==> config.mk <==
export PLATFORM = sky130hd
export DESIGN_NAME = nav_motor_controller
export DESIGN_NICKNAME = d
export VERILOG_FILES = /design/src/rtl/nav_motor_controller.sv
export SDC_FILE = /design/constraint.sdc
export NUM_CORES = 1
export LEC_CHECK = 0
export ABC_AREA = 1
export BUFFER_PORTS_ARGS = -buffer_cell sky130_fd_sc_hd__buf_2
export CAP_MARGIN = 10
export CORE_MARGIN = 5
export CORE_UTILIZATION = 40
export CTS_CLUSTER_SIZE = 20
export DETAILED_ROUTE_END_ITERATION = 8
export GPL_TIMING_DRIVEN = 1
export PLACE_DENSITY = 0.54
export SETUP_SLACK_MARGIN = 0.02
export SYNTH_ARGS = -nofsm -noshare
export SYNTH_HDL_FRONTEND = slang
export SYNTH_SLANG_ARGS = --single-unit
==> constraint.sdc <==
create_clock -name clk -period 3.3 [get_ports clk]
set_clock_uncertainty 0.2 [all_clocks]
set_input_delay 0.33 -clock clk [delete_from_list [all_inputs] [get_ports clk]]
set_output_delay 0.33 -clock clk [all_outputs]
set_load 0.05 [all_outputs]
==> src/rtl/nav_motor_controller.sv <==
// nav_motor_controller
//   Multi-sensor obstacle-avoidance controller. Registers front/left/right
//   ultrasonic distances, runs a timed FSM (stop, pick side and turn, or back
//   up), and latches a stuck fault after repeated failed escapes.
//
// Ports
//   clk, reset          clock, synchronous active-high reset
//   enable              1 = autonomous drive allowed; 0 forces IDLE
//   dist_valid          strobe: dist_* are captured on this edge
//   dist_front/left/right  distance samples (DIST_W bits)
//   direction           one-hot: FWD 00001, BACK 00010, LEFT 00100, RIGHT 01000, STOP 10000
//   stuck               1 while in FAULT
//   state_dbg           state encoding (IDLE=0 FWD=1 STOP_HOLD=2 TURN_L=3 TURN_R=4 BACK=5 FAULT=6)
//
// Configuration
//   OBSTACLE_HYST_EN    when defined, front blocking uses a hysteresis flag
//                       (sets below STOP_DIST, clears at/above CLEAR_DIST,
//                       resets to blocked).
module nav_motor_controller #(
  parameter int unsigned DIST_W      = 16,
  parameter int unsigned STOP_DIST   = 10,
  parameter int unsigned CLEAR_DIST  = 20,
  parameter int unsigned HOLD_COUNTS = 6250000,
  parameter int unsigned TURN_COUNTS = 25000000,
  parameter int unsigned BACK_COUNTS = 12500000,
  parameter int unsigned MAX_RETRIES = 3
) (
  input  logic              clk,
  input  logic              reset,
  input  logic              enable,
  input  logic              dist_valid,
  input  logic [DIST_W-1:0] dist_front,
  input  logic [DIST_W-1:0] dist_left,
  input  logic [DIST_W-1:0] dist_right,
  output logic [4:0]        direction,
  output logic              stuck,
  output logic [2:0]        state_dbg
);

  localparam int unsigned TMR_W   = 32;
  localparam int unsigned RETRY_W = 4;

  localparam logic [4:0] DIR_FWD   = 5'b00001;
  localparam logic [4:0] DIR_BACK  = 5'b00010;
  localparam logic [4:0] DIR_LEFT  = 5'b00100;
  localparam logic [4:0] DIR_RIGHT = 5'b01000;
  localparam logic [4:0] DIR_STOP  = 5'b10000;

  localparam logic [TMR_W-1:0] HOLD_LOAD = TMR_W'(HOLD_COUNTS - 32'd1);
  localparam logic [TMR_W-1:0] TURN_LOAD = TMR_W'(TURN_COUNTS - 32'd1);
  localparam logic [TMR_W-1:0] BACK_LOAD = TMR_W'(BACK_COUNTS - 32'd1);

  typedef enum logic [2:0] {
    S_IDLE   = 3'd0,
    S_FWD    = 3'd1,
    S_HOLD   = 3'd2,
    S_TURN_L = 3'd3,
    S_TURN_R = 3'd4,
    S_BACK   = 3'd5,
    S_FAULT  = 3'd6
  } state_t;

  state_t              state;
  logic [TMR_W-1:0]    timer;
  logic [RETRY_W-1:0]  retry;
  logic [RETRY_W-1:0]  retry_inc;
  logic [DIST_W-1:0]   front_s;
  logic [DIST_W-1:0]   left_s;
  logic [DIST_W-1:0]   right_s;
  logic                front_blk;
  logic                left_ok;
  logic                right_ok;
  logic                timer_done;

  assign left_ok    = (left_s  >= DIST_W'(CLEAR_DIST));
  assign right_ok   = (right_s >= DIST_W'(CLEAR_DIST));
  assign retry_inc  = retry + RETRY_W'(1);
  assign timer_done = (timer == '0);

`ifdef OBSTACLE_HYST_EN
  // Hysteresis flag tracks the sample registers: updated on the same strobe.
  logic blk_flag;
  always_ff @(posedge clk) begin
    if (reset) begin
      blk_flag <= 1'b1;
    end else if (dist_valid) begin
      if (dist_front < DIST_W'(STOP_DIST))
        blk_flag <= 1'b1;
      else if (dist_front >= DIST_W'(CLEAR_DIST))
        blk_flag <= 1'b0;
    end
  end
  assign front_blk = blk_flag;
`else
  assign front_blk = (front_s < DIST_W'(STOP_DIST));
`endif

  function automatic logic [4:0] dir_of(input state_t s);
    case (s)
      S_FWD:    dir_of = DIR_FWD;
      S_BACK:   dir_of = DIR_BACK;
      S_TURN_L: dir_of = DIR_LEFT;
      S_TURN_R: dir_of = DIR_RIGHT;
      default:  dir_of = DIR_STOP;
    endcase
  endfunction

  // Move to a state and register its outputs on the same edge.
  task automatic go(input state_t s);
    state     <= s;
    state_dbg <= s;
    stuck     <= (s == S_FAULT);
    direction <= dir_of(s);
  endtask

  // Escape attempt failed: count it, fault once the limit is reached.
  task automatic escape_failed();
    retry <= retry_inc;
    if (retry_inc >= RETRY_W'(MAX_RETRIES)) begin
      go(S_FAULT);
    end else begin
      go(S_HOLD);
      timer <= HOLD_LOAD;
    end
  endtask

  always_ff @(posedge clk) begin
    if (reset) begin
      go(S_IDLE);
      timer   <= '0;
      retry   <= '0;
      front_s <= '0;
      left_s  <= '0;
      right_s <= '0;
    end else begin
      if (dist_valid) begin
        front_s <= dist_front;
        left_s  <= dist_left;
        right_s <= dist_right;
      end

      // Disable wins over any expiry in progress.
      if (!enable) begin
        go(S_IDLE);
        retry <= '0;
        timer <= '0;
      end else begin
        case (state)
          S_IDLE: begin
            go(S_FWD);
            retry <= '0;
          end
          S_FWD: begin
            if (front_blk) begin
              go(S_HOLD);
              timer <= HOLD_LOAD;
            end
          end
          S_HOLD: begin
            if (timer_done) begin
              // Larger clear side wins, ties go left.
              if (left_ok && (!right_ok || left_s >= right_s)) begin
                go(S_TURN_L);
                timer <= TURN_LOAD;
              end else if (right_ok) begin
                go(S_TURN_R);
                timer <= TURN_LOAD;
              end else begin
                go(S_BACK);
                timer <= BACK_LOAD;
              end
            end else begin
              timer <= timer - TMR_W'(1);
            end
          end
          S_TURN_L, S_TURN_R: begin
            if (timer_done) begin
              if (!front_blk) begin
                go(S_FWD);
                retry <= '0;
              end else begin
                escape_failed();
              end
            end else begin
              timer <= timer - TMR_W'(1);
            end
          end
          S_BACK: begin
            if (timer_done)
              escape_failed();
            else
              timer <= timer - TMR_W'(1);
          end
          S_FAULT: begin
            go(S_FAULT);
          end
          default: begin
            go(S_IDLE);
          end
        endcase
      end
    end
  end

endmodule

==> metrics.yaml <==
rsz0062_at_grt: "no"
grt_pass1_vias: 4833
start_kind: "flip-flop"
critPathBufInv: 1
reg2reg_to: "timer[5]"
clockRootBuffer: "clkbuf_16"
final_core_util_pct: 46.5
portBuffers: 59
start_util_pct: 40.7
max_stage_delay_ns: 0.35
cp_top_family: "simple AND/OR/NAND/NOR gates"
ff2ff_path_depth: 11
critPathMostFrequentCell: "nor2_1"
nNetsFinal: 893
antenna_cells: 0
antenna_found_initial: 0
period_share_pct: 74.7
arrival_ns: 2.53
hpwl_um: 9880
fmaxAchievable_mhz: 406
power_mw: 3.07
synthesis.nets: 844
area_growth_pct: 14.3
r2r_start: "timer[18]"
r2r_slack_ns: 0.83
viasPerCell: 5.03
min_from: "dist_front[1]"
routabilityCongestion: 0.919
status: "finished clean"
dp_cells: 982
timing.hold.ws_ns: 0.0243
hold_class: "primary input to flip-flop"
cts_resized: 0
syn_inst: 772
die_h_um: 123
seqPwrFrac_pct: 39.3
syn_avg_cell_area_um2: 6.65
holdPathStages: 3
wirelength_um: 13600
cts_tree: "built"
via_count: 5021
synth_cell_types: 36
gr-usage-all-layers_pct: 18.6
synth_top_area_share_pct: 35.9
ys_ff_latch: 92
drive_gt1_share_pct: 12.3
die_area_um2: 15200
insertion_delay_ns: 0.35
placementRows: 41
setup_viol_count_final: 0
fin_crit_ns: 2.47
io_pins: 61
stdcell_count: 998
core_region_area_um2: 12600
max-vdd-ir-drop_uv: 279
first_iter_violations: 266
internal_power_mw: 2.04
grt_max_degree: 51
cp.required_ns: 3.37
yosysSeqAreaShare_pct: 35.9
path_cells: "nor2_1 > nand2_1 > nor2_1 > nand4_1 > nor2_2 > inv_1 > nand2_1 > nand3_1 > o21ai_0 > a21oi_1 > nor2_1"
power.leakage_nw: 2.71
ant_nets: 0
cp_max_fo: 14
htreeDepth: 3
p_sw_mw: 1.02
comb_power_share_pct: 25.7
grt_first_pass_wirelength_um: 22400
clkTransAtPathRegs_ns: 0.07
crit_start: "timer[18]"
dr.pass1.iters: 7
clkPwrFrac_pct: 35.1
critPathSlowestCell: "inv_1"
fin_setup_tns_ns: 0
hold_viol_final: 0
die_x_um: 123
grt_overflow_total: 0
swShare_pct: 33.3
wire_per_inst_um: 13.6
slew_violations: 0
cts_buffers: 9
hold_end: "front_s[1]"
synth_warnings: 0
power_density_nw_per_um2: 523
cap_violations: 0
tightestPinTransition_ns: 1.10
cts_buffer_depth: 2
postCtsSetupRepairBufs: 0
critPathKind: "flip-flop to flip-flop"
drc: 0
syn-cell-area_um2: 5130
yosysTopAreaCell: "dfxtp_1"
ctsHoldBuffers: 0
synth.area.top_cells: "dfxtp_1 36%, nand2_1 16%, nor2_1 9.4%"
cp-end-kind: "flip-flop"
clock-sinks: 92
slew_headroom_pct: 26.2
==> placed cells by master (no fill, tap or decap), types with 6 or more instances in the layout <==
cell type / netlist / layout
nand3_1: 27 / 27
nor2_1: 128 / 128
clkbuf_16: 0 / 9
o211ai_1: 7 / 7
nand2_1: 212 / 212
a21oi_1: 75 / 75
buf_4: 1 / 6
buf_2: 1 / 59
a211oi_1: 19 / 19
dfxtp_1: 92 / 92
o21ai_0: 27 / 27
inv_1: 69 / 68
xor2_1: 12 / 12
xnor2_1: 9 / 9
ha_1: 20 / 20
nand4_1: 12 / 12
==> routing by layer <==
layer | part of all wire (%) | global-route usage, % | up-vias | wire length (µm)
li1 | - | - | 2591 | -
met1 | 46 | 23.0 | 2285 | 6180
met2 | 47 | 30.9 | 124 | 6370
met3 | 5.4 | 4.94 | 21 | 739
met4 | 2.0 | 7.61 | 0 | 274
met5 | 0 | 0 | - | 0
==> cells by family (layout without fill, tap and decap cells) <==
logic type                 count (synthesis)  count (layout)  share of synthesized area [%]
and+or+nand+nor                          398             398                           31.9
AOI/OAI and AO/OA                        141             141                           15.8
buffers and inverters                    100             154                           7.95
DFF                                       92              92                           35.9
xor gates and xnor gates                  21              21                           3.58
adders and majority gates                 20              20                           4.88
==> through the flow <==
step                cell area, µm²  worst slack [ns]
floorplan                     5130              1.00
global placement              5560             0.903
detailed placement            5560             0.875
CTS                           5870             0.847
global route                  5870             0.615
finish                        5870             0.834
==> Yosys cell counts, drive strengths merged <==
cell and n:
a21oi 78, clkbuf 16, clkinv 1, dfxtp 92
o21bai 2, a211oi 19, nor2 138, o21a 1
nand3 28, and2 1, o21ai 28, nand3b 1
nor3 3, a21o 1, o2111ai 4, o211ai 7
nand2 215, ha 20, xnor2 9, nand4 12
o221ai 1, inv 72, buf 11, xor2 12
==> worst max-delay path by stage <==
stage / to / cells after the start
6_report: timer[5] / 11
5_1_grt: retry[1] / 11
4_1_cts: timer[5] / 11
3_5_place_dp: timer[5] / 11
3_3_place_gp: timer[5] / 11
2_1_floorplan: timer[5] / 12
==> power by group through the flow <==
| stage | clock, mW | combinational [mW] | sequential (mW) |
|---|---|---|---|
| 3_5_place_dp | 0 | 0.784 | 1.23 |
| 3_3_place_gp | 0 | 0.771 | 1.23 |
| 6_report | 1.08 | 0.787 | 1.20 |
| 5_1_grt | 1.14 | 0.893 | 1.21 |
| 2_1_floorplan | 0 | 0.584 | 1.24 |
| 4_1_cts | 1.11 | 0.789 | 1.20 |
==> state kept, by name, summed over array words and instances, names as in the netlist <==
signal and flops:
timer 32, left_s 16, right_s 16, front_s 15, direction 5, retry 4
state 3, stuck 1
==> worst reg2reg max path, stage by stage, from the launching register on <==
cell     delay [ns]
dfxtp_1        0.34
nor2_1         0.34
nand2_1        0.15
nor2_1         0.14
nand4_1        0.12
nor2_2         0.33
inv_1          0.36
nand2_1        0.13
nand3_1        0.06
o21ai_0        0.08
a21oi_1        0.06
nor2_1         0.08
==> area by class of cell <==
class / count / area, µm²
fillers: 1366 / 6750
inverters: 73 / 279
repair buffers: 65 / 340
well taps: 172 / 215
flip-flops and latches: 92 / 1840
multi-input cells: 580 / 2880
clock inverters: 6 / 70.1
clock buffers: 10 / 239
Power figures use the tool's default switching activity.
